==> src/rtl/gpu_core_pkg.sv <==
// Shared core-level encodings: scheduler states, fetcher and LSU handshake values.
package gpu_core_pkg;

    typedef enum logic [2:0] {
        IDLE    = 3'd0,
        FETCH   = 3'd1,
        DECODE  = 3'd2,
        REQUEST = 3'd3,
        WAIT    = 3'd4,
        EXECUTE = 3'd5,
        UPDATE  = 3'd6,
        DONE    = 3'd7
    } core_state_t;

    localparam logic [2:0] FETCHED        = 3'b010;
    localparam logic [1:0] LSU_REQUESTING = 2'b01;
    localparam logic [1:0] LSU_WAITING    = 2'b10;

endpackage

==> src/rtl/min_pc_select.sv <==
// Masked minimum-PC reduction: lowest PC among live lanes and the lanes sitting on it.
module min_pc_select #(
    parameter int unsigned LANES   = 4,
    parameter int unsigned PC_BITS = 8
) (
    input  logic [LANES*PC_BITS-1:0] pcs,
    input  logic [LANES-1:0]         live,
    output logic [PC_BITS-1:0]       min_pc,
    output logic [LANES-1:0]         match,
    output logic                     any_live
);

    always_comb begin
        min_pc   = '0;
        any_live = 1'b0;
        for (int i = 0; i < LANES; i++) begin
            if (live[i] && (!any_live || (pcs[i*PC_BITS +: PC_BITS] < min_pc))) begin
                min_pc   = pcs[i*PC_BITS +: PC_BITS];
                any_live = 1'b1;
            end
        end
    end

    // Every live lane parked on the minimum PC reconverges into the next fetch.
    always_comb begin
        match = '0;
        for (int i = 0; i < LANES; i++) begin
            match[i] = live[i] && (pcs[i*PC_BITS +: PC_BITS] == min_pc);
        end
    end

endmodule

==> src/rtl/divergent_scheduler.sv <==
// Per-block scheduler with per-lane PCs; diverged lanes reconverge on the lowest PC.
module divergent_scheduler
    import gpu_core_pkg::*;
#(
    parameter int unsigned THREADS_PER_BLOCK = 4,
    parameter int unsigned PC_BITS           = 8
) (
    input  logic                                   clk,
    input  logic                                   reset,
    input  logic                                   start,
    input  logic [$clog2(THREADS_PER_BLOCK):0]     thread_count,
    input  logic                                   decoded_mem_read_enable,
    input  logic                                   decoded_mem_write_enable,
    input  logic                                   decoded_ret,
    input  logic [2:0]                             fetcher_state,
    input  logic [THREADS_PER_BLOCK*2-1:0]         lsu_state,
    input  logic [THREADS_PER_BLOCK*PC_BITS-1:0]   next_pc,
    output logic [PC_BITS-1:0]                     current_pc,
    output logic [THREADS_PER_BLOCK-1:0]           thread_enable,
    output logic [2:0]                             core_state,
    output logic                                   done
);

    localparam int unsigned T = THREADS_PER_BLOCK;

    core_state_t          state, state_d;
    logic [PC_BITS-1:0]   pc_d;
    logic [T-1:0]         en_d;
    logic                 done_d;
    logic [T*PC_BITS-1:0] thread_pc, thread_pc_d, upd_pc;
    logic [T-1:0]         finished, finished_d, upd_fin;
    logic [T-1:0]         lane_valid, lane_valid_d;
    logic [T-1:0]         launch_mask, upd_live, min_match;
    logic [PC_BITS-1:0]   min_pc;
    logic                 any_live;
    logic                 lsu_busy;

    assign core_state = state;

    // Lanes below thread_count, captured only at launch.
    always_comb begin
        launch_mask = '0;
        for (int i = 0; i < T; i++) begin
            launch_mask[i] = i < int'(thread_count);
        end
    end

    // Retire or advance the enabled lanes; feeds the reduction during UPDATE.
    always_comb begin
        upd_pc  = thread_pc;
        upd_fin = finished;
        for (int i = 0; i < T; i++) begin
            if (thread_enable[i]) begin
                if (decoded_ret) begin
                    upd_fin[i] = 1'b1;
                end else begin
                    upd_pc[i*PC_BITS +: PC_BITS] = next_pc[i*PC_BITS +: PC_BITS];
                end
            end
        end
        upd_live = lane_valid & ~upd_fin;
    end

    always_comb begin
        lsu_busy = 1'b0;
        for (int i = 0; i < T; i++) begin
            if (thread_enable[i] &&
                ((lsu_state[i*2 +: 2] == LSU_REQUESTING) ||
                 (lsu_state[i*2 +: 2] == LSU_WAITING))) begin
                lsu_busy = 1'b1;
            end
        end
    end

    min_pc_select #(
        .LANES   (T),
        .PC_BITS (PC_BITS)
    ) u_min_pc_select (
        .pcs      (upd_pc),
        .live     (upd_live),
        .min_pc   (min_pc),
        .match    (min_match),
        .any_live (any_live)
    );

    always_comb begin
        state_d      = state;
        pc_d         = current_pc;
        en_d         = thread_enable;
        done_d       = done;
        thread_pc_d  = thread_pc;
        finished_d   = finished;
        lane_valid_d = lane_valid;
        unique case (state)
            IDLE: begin
                if (start) begin
                    if (thread_count == '0) begin
                        state_d = DONE;
                        done_d  = 1'b1;
                        en_d    = '0;
                    end else begin
                        state_d      = FETCH;
                        pc_d         = '0;
                        thread_pc_d  = '0;
                        finished_d   = '0;
                        lane_valid_d = launch_mask;
                        en_d         = launch_mask;
                    end
                end
            end
            FETCH: begin
                if (fetcher_state == FETCHED) state_d = DECODE;
            end
            DECODE: begin
                state_d = (decoded_mem_read_enable || decoded_mem_write_enable) ? REQUEST : EXECUTE;
            end
            REQUEST: state_d = WAIT;
            WAIT: begin
                if (!lsu_busy) state_d = EXECUTE;
            end
            EXECUTE: state_d = UPDATE;
            UPDATE: begin
                thread_pc_d = upd_pc;
                finished_d  = upd_fin;
                if (any_live) begin
                    state_d = FETCH;
                    pc_d    = min_pc;
                    en_d    = min_match;
                end else begin
                    state_d = DONE;
                    done_d  = 1'b1;
                    en_d    = '0;
                end
            end
            DONE: begin
                if (!start) begin
                    state_d = IDLE;
                    done_d  = 1'b0;
                end
            end
            default: state_d = IDLE;
        endcase
    end

    always_ff @(posedge clk) begin
        if (reset) begin
            state         <= IDLE;
            current_pc    <= '0;
            thread_enable <= '0;
            done          <= 1'b0;
            thread_pc     <= '0;
            finished      <= '0;
            lane_valid    <= '0;
        end else begin
            state         <= state_d;
            current_pc    <= pc_d;
            thread_enable <= en_d;
            done          <= done_d;
            thread_pc     <= thread_pc_d;
            finished      <= finished_d;
            lane_valid    <= lane_valid_d;
        end
    end

endmodule

==> config.mk <==
export PLATFORM = sky130hd
export DESIGN_NAME = divergent_scheduler
export DESIGN_NICKNAME = d
export VERILOG_FILES = /design/src/rtl/gpu_core_pkg.sv /design/src/rtl/min_pc_select.sv /design/src/rtl/divergent_scheduler.sv
export SDC_FILE = /design/constraint.sdc
export NUM_CORES = 1
export LEC_CHECK = 0
export BUFFER_PORTS_ARGS = -buffer_cell sky130_fd_sc_hd__buf_2
export CAP_MARGIN = 20
export CORE_MARGIN = 5
export CORE_UTILIZATION = 63
export CTS_CLUSTER_SIZE = 12
export DETAILED_ROUTE_END_ITERATION = 6
export PLACE_DENSITY = 0.95
export SLEW_MARGIN = 30
export SYNTH_ARGS = -nofsm -noshare
export SYNTH_HDL_FRONTEND = slang
export SYNTH_HIERARCHICAL = 1
export SYNTH_SLANG_ARGS = --single-unit
==> constraint.sdc <==
create_clock -name clk -period 14.04 [get_ports clk]
set_input_delay 2.106 -clock clk [delete_from_list [all_inputs] [get_ports clk]]
set_output_delay 2.106 -clock clk [all_outputs]
set_load 0.01 [all_outputs]
Yosys cells after proc, flatten, opt, wreduce, memory -nomap -nowiden

Index checks and enable logic that the tools add are counted.

Logic and storage cells: 132
Memories kept: 0
ROM bits: 0
Register bits after elaboration: 56
Bits in writable memories: 0
Output and inout port bits: 16
Bits of input ports: 52
Bits in latches: 0

$mul: 0
Bitwise logic cells: 3
Shift-type cells: 0
Add/subtract/negate cells: 0
Divide/modulo/power cells: 0
Order comparisons: 7
Eq/ne operators: 28
Multiplexer cells: 55
Reductions and logical operators: 32

Operators with widths:

| cell                                                                | number |
|---|---|
| 8-bit 2-to-1 mux                                                    | 15 |
| 32-bit 2-to-1 mux                                                   | 2 |
| 32-bit case mux with 2 select lines                                 | 1 |
| 8-bit == test                                                       | 4 |
| 8-bit < comparator                                                  | 3 |
| 3-bit case mux with 8 select lines                                  | 1 |
| 3-bit 2-to-1 mux                                                    | 7 |
| 1-bit 2-to-1 mux                                                    | 20 |
| 4-bit 2-to-1 mux                                                    | 5 |
| 2-bit inequality test, second input constant                        | 8 |
| 4-bit case mux with 2 select lines                                  | 2 |
| 8-bit case mux with 2 select lines                                  | 1 |
| 3-bit == test, second input constant                                | 4 |
| 1-bit logical AND                                                   | 11 |
| 3-bit by 2-bit == test with 1-bit output, second input constant     | 3 |
| 2-bit by 1-bit == test with 1-bit output, second input constant     | 4 |
| 2-bit == test, second input constant                                | 4 |
| 1-bit logical OR                                                    | 8 |
| 4-bit AND reduction                                                 | 2 |
| 3-bit zero test                                                     | 2 |
| 1-bit by 3-bit < comparator with 1-bit output, first input constant | 2 |
| 2-bit by 3-bit < comparator with 1-bit output, first input constant | 2 |
| 3-bit AND reduction                                                 | 2 |
| 5-bit AND reduction                                                 | 1 |
| 9 further kinds                                                     | 11 |

Logic depth before layout (Yosys ltp)

Word-level depth: 21
Depth in mapped cells: 32
Mapped depth without buffers: 28

By module

Netlist, hierarchy kept.

Modules (own cells, without submodules):

| module              | sequential area each (um2) | times used | area an instance (um2) | cells an instance |
|---|---|---|---|---|
| divergent_scheduler | 1121.1                     | 1          | 2602.5                 | 255 |
| min_pc_select       | 0.0                        | 1          | 1953.1                 | 270 |

Worst setup path after synthesis

Ideal clock, no wire load.

Path type: in2reg
Start point: input port decoded_ret
End point: register thread_enable[0]
Stages: 30
Slack: 5.418 ns
Library setup time: 0.086 ns
Path buffers: 3
Required time: 13.954 ns
Data arrival time: 8.536 ns
Cell sequence: a211oi_1 -> clkbuf_1 -> nand2_1 -> ha_1 -> a211oi_1 -> o21a_1 -> o211a_1 -> buf_6 -> a22oi_1 -> ha_1 -> nand4_1 -> or2_2 -> a31oi_2 -> a211o_1 -> nand2_1 -> a21boi_0 -> inv_1 -> ha_1 -> a21o_1 -> a21o_1 -> a221oi_1 -> o211ai_1 -> a31o_1 -> o21a_2 -> buf_6 -> o31ai_2 -> o32ai_1 -> nor4_1 -> a31oi_1 -> a211oi_1

Cells in the longest elaborated chain, start to end: 21
Elaborated cells on any way between the ends: 42
Classes of those cells: 3 x order compare; 1 x eq/ne; 26 x mux; 2 x bitwise; 10 x reduce/logical

RTL lines:

| item                                                  | RTL line                   | text |
|---|---|---|
| from (decl)                                           | divergent_scheduler.sv:14  | `input logic decoded_ret,` |
| 1-bit 2-to-1 mux                                      | divergent_scheduler.sv:54  | `if (decoded_ret) begin` |
| 1-bit 2-to-1 mux                                      | divergent_scheduler.sv:53  | `if (thread_enable[i]) begin` |
| 4-bit NOT                                             | divergent_scheduler.sv:61  | `upd_live = lane_valid & ~upd_fin;` |
| 4-bit AND                                             | divergent_scheduler.sv:61  |  |
| 8-bit 2-to-1 mux or 1-bit 2-to-1 mux (tied branches)  | min_pc_select.sv:17        | `if (live[i] && (!any_live \|\| (pcs[i*PC_BITS +: PC_BITS] < min_pc))) begin` |
| 8-bit < comparator or 1-bit zero test (tied branches) | min_pc_select.sv:17        |  |
| 1-bit logical OR                                      | min_pc_select.sv:17        |  |
| 1-bit logical AND                                     | min_pc_select.sv:17        |  |
| [... 6 more ...]                                      | -                          |  |
| 1-bit logical OR                                      | min_pc_select.sv:17        |  |
| 1-bit logical AND                                     | min_pc_select.sv:17        |  |
| 8-bit 2-to-1 mux                                      | min_pc_select.sv:17        |  |
| 8-bit == test                                         | min_pc_select.sv:28        | `match[i] = live[i] && (pcs[i*PC_BITS +: PC_BITS] == min_pc);` |
| 1-bit logical AND *                                   | min_pc_select.sv:28        |  |
| net min_match[0]                                      | divergent_scheduler.sv:33  | `logic [T-1:0] launch_mask, upd_live, min_match;` |
| 4-bit 2-to-1 mux *                                    | divergent_scheduler.sv:125 | `if (any_live) begin` |
| 4-bit case mux with 2 select lines *                  | divergent_scheduler.sv:94  | `unique case (state)` |
| to (signal assigned)                                  | divergent_scheduler.sv:157 | `thread_enable <= en_d;` |
| to (decl)                                             | divergent_scheduler.sv:19  | `output logic [THREADS_PER_BLOCK-1:0] thread_enable,` |

The timed path passes the listed nets; every way through them passes the cells marked *.
A chain may end at the register's enable or synchronous reset.

Worst setup path after layout

Start point: input port decoded_ret
End point: register thread_enable[1]

Elaborated cells on any way between the ends: 42
Classes of those cells: 3 x order compare; 1 x eq/ne; 26 x mux; 2 x bitwise; 10 x reduce/logical

RTL lines:

| item                                                 | RTL line                   | text |
|---|---|---|
| 8-bit 2-to-1 mux *                                   | divergent_scheduler.sv:54  |  |
| 8-bit 2-to-1 mux *                                   | divergent_scheduler.sv:53  |  |
| net upd_pc[3]                                        | divergent_scheduler.sv:30  | `logic [T*PC_BITS-1:0] thread_pc, thread_pc_d, upd_pc;` |
| 8-bit 2-to-1 mux *                                   | min_pc_select.sv:17        |  |
| 8-bit < comparator                                   | min_pc_select.sv:17        |  |
| 1-bit logical OR                                     | min_pc_select.sv:17        |  |
| 1-bit logical AND                                    | min_pc_select.sv:17        |  |
| 8-bit 2-to-1 mux or 1-bit 2-to-1 mux (tied branches) | min_pc_select.sv:17        |  |
| [... 5 more ...]                                     | -                          |  |
| 1-bit logical OR                                     | min_pc_select.sv:17        |  |
| 1-bit logical AND                                    | min_pc_select.sv:17        |  |
| 8-bit 2-to-1 mux *                                   | min_pc_select.sv:17        |  |
| 8-bit == test *                                      | min_pc_select.sv:28        |  |
| 1-bit logical AND *                                  | min_pc_select.sv:28        |  |
| net min_match[1]                                     | divergent_scheduler.sv:33  |  |
| 4-bit 2-to-1 mux *                                   | divergent_scheduler.sv:125 |  |
| 4-bit case mux with 2 select lines *                 | divergent_scheduler.sv:94  |  |

Marks and branches as above.

==> results by group <==
Status
  • Status: finished, final reports clean

Route
  • DRC viols: 0
  • Antenna Nets Post-Route: 0
  • Number of detailed-route iterations in the first pass: 5
  • Initial DRC count: 449
  • Vias/cell: 6.85
  • Vias after detailed routing: 4,576
  • Avg WL per Cell: 21.5 um
  • Detailed Route WL: 14,400 um

Clocking
  • Cts repair resizes: 0
  • CTS Buf Count: 5
  • Clock tree buffer depth: 2
  • # Post-CTS Setup Buffers: 0
  • Total clock sinks: 56
  • Clock root buffer: clkbuf_8
  • Clk slew on worst S/H paths: 0.11 ns
  • Clock Latency Late Sink: 0.32 ns
  • Hold_buf cts: 0
  • CTS tree: built
  • H-Tree Depth: 2

Critical path
  • Buf/Inv on CP: 2
  • Crit Path Class: in2reg
  • Worst-path maximum fanout: 17
  • Critical path data arrival time: 10.40 ns
  • CP Data Required Time: 14.31 ns
  • Worst path slowest cell: o21ai_2
  • CP max stage delay: 0.59 ns
  • Critical path startpoint category: primary input
  • Crit path max-delay family: compound AO/OA/AOI/OAI gates
  • Critical Path End Type: flop

Timing
  • Fin Setup TNS: 0 ns
  • Setup Skew: 0.0127 ns
  • Fin worst setup slack: 3.91 ns
  • Worst slew pin tran: 0.871 ns
  • Crit path time final: 10.13 ns
  • Unrepaired setup endpoints after global routing: no
  • Rel. slew slack: 41.8%
  • Fmax: 98.7 MHz
  • Final hold vios: 0
  • Final Slew Violations: 0
  • Crit share post-route: 72.1%
  • Setup violators final: 0

GRT
  • Grt ovf: 0
  • All-Layer GR Usage: 31.7%
  • Vias in the first global route: 4,397
  • Largest net degree at the start of global routing: 37
  • Initial antenna violation count: 0
  • Global-route wire length before repair: 22,400 um

Placement
  • GPL Wtd Cong: 1.00
  • Hpwl dp: 11,000 um
  • Pre-CTS setup slack: 3.70 ns
  • Port Buffers: 67

Layout
  • Final Net Count: 641
  • Layout cells sized above 1: 24.1%
  • P&R area growth vs syn: 8.62%
  • Antenna cells: 0
  • Fill count: 628
  • Final core occ: 69.3%

Synthesis
  • Synth Instances: 525
  • Avg Inst Size Synth: 8.68 um^2
  • Mapped Area: 4560 um^2
  • Top cell types by occurrence after synthesis: dfxtp_1, nor2_1, a32o_1, inv_1, mux2_2
  • Seq/Total Area, Yosys: 24.6%
  • Synth top area share: 24.6%
  • Largest area contributor in the netlist: dfxtp_1
  • Netlist cell types: 85
  • Primary FF master, synth: dfxtp_1
  • Warnings from Yosys: 6
  • Async S/R FF share, synth: 0%
  • Synth Register Bits: 56
  • Top cells by area, synth: dfxtp_1, a32o_1, mux2_2
  • Post-synth EDFFs: 0
  • Syn Nets: 598
  • Most common cell in the netlist: dfxtp_1

Floorplanning
  • Total core area: 7140 um^2
  • DIE HEIGHT: 95.0 um
  • Io pins: 68
  • Die Width: 95.0 um
  • Initial Util: 63.8%
  • Die area: 9030 um^2
  • Row count: 31

Power and ir drop
  • Power Dens Cells: 132 nW/um^2
  • Leakage: 1.92 nW
  • Maximum vdd drop: 91.6 uV

Flow run
  • Max Cap Violations: 0

Hold path
  • HP Class: reg2reg
-- power breakdown --
part	switching [mW]	internal, mW	leakage, nW
Clock	0.0580	0.0356	0.0445
Combinational	0.223	0.142	1.42
Sequential	0.0232	0.169	0.453
Total	0.305	0.347	1.92
-- final cells by class --
class	instances	area, um^2	share of cell area (%)
Tap cell	99	124	2.50
Sequential cell	56	1120	22.7
Timing Repair Buffer	71	365	7.38
Clock buffer	5	68.8	1.39
Clock inverter	3	21.3	0.430
Inverter	30	113	2.28
Multi-Input combinational cell	404	3140	63.4
-- flip-flops by register name, indices dropped and copies added, names as in the netlist --
| name | count |
|---|---|
| core_state | 3 |
| thread_enable | 4 |
| current_pc | 8 |
| thread_pc | 32 |
| done | 1 |
| lane_valid | 4 |
| finished | 4 |
-- final timing paths --
kind	start	to	slack, ns	depth (start not counted)
min	lane_valid[2]	lane_valid[2]	0.46	2
min reg2reg	lane_valid[2]	lane_valid[2]	0.46	2
max reg2reg	thread_enable[1]	thread_enable[1]	5.33	27
max	decoded_ret	thread_enable[1]	3.91	29
-- stage by stage --
step | total power [mW] | hold slack, ns | cells | cell area, um^2
after floorplan | 0.469 | 0.433 | 525 | 4560
after global placement | 0.542 | 0.439 | 660 | 4860
after detailed placement | 0.549 | 0.446 | 660 | 4860
after CTS | 0.641 | 0.463 | 668 | 4950
after global routing | 0.691 | 0.493 | 668 | 4950
final | 0.651 | 0.465 | 668 | 4950
-- cell families (layout without fill, tap and decap cells) --
group	count (synthesis)	count (layout)	share of synthesized area (%)
compound gates	186	186	33.2
xor+xnor	31	31	5.96
fa+ha+maj	21	21	5.77
buf+inv	65	109	6.56
flops	56	56	24.6
mux	35	35	8.68
simple gates	131	131	15.3
-- per-layer routing --
layer	vias up	global-route usage (%)	share of wire, %
met4	0	13.8	4.0
met3	61	5.52	7.5
li1	2109	-	-
met5	-	0	0
met2	238	52.1	47
met1	2168	40.9	42
-- worst min-delay path: cells and delay by family (launching register included) --
family | cells | cell delay (ns)
AND/OR/NAND/NOR | 1 | 0.05
AO/OA/AOI/OAI | 1 | 0.05
flip-flops | 1 | 0.33
-- cells in the final DEF (no fill, tap or decap), drive strengths merged, types with 3 or more instances in the layout --
master,count
mux2,33
nand2,26
nor4b,3
o22ai,3
a31oi,3
o21ai,19
o31a,3
nor2,37
a22oi,24
o31ai,5
dfxtp,56
o21a,5
o211a,3
or2,3
a21oi,22
a221oi,4
a311oi,3
a21o,8
inv,31
o211ai,8
nor2b,6
a32o,34
a211oi,12
buf,71
xnor2,23
nand3,13
nor4,6
and2,4
nor3,16
clkbuf,5
o221ai,4
xor2,8
ha,21
nand2b,5
o2111ai,3
(Power assumes the default switching activity.)
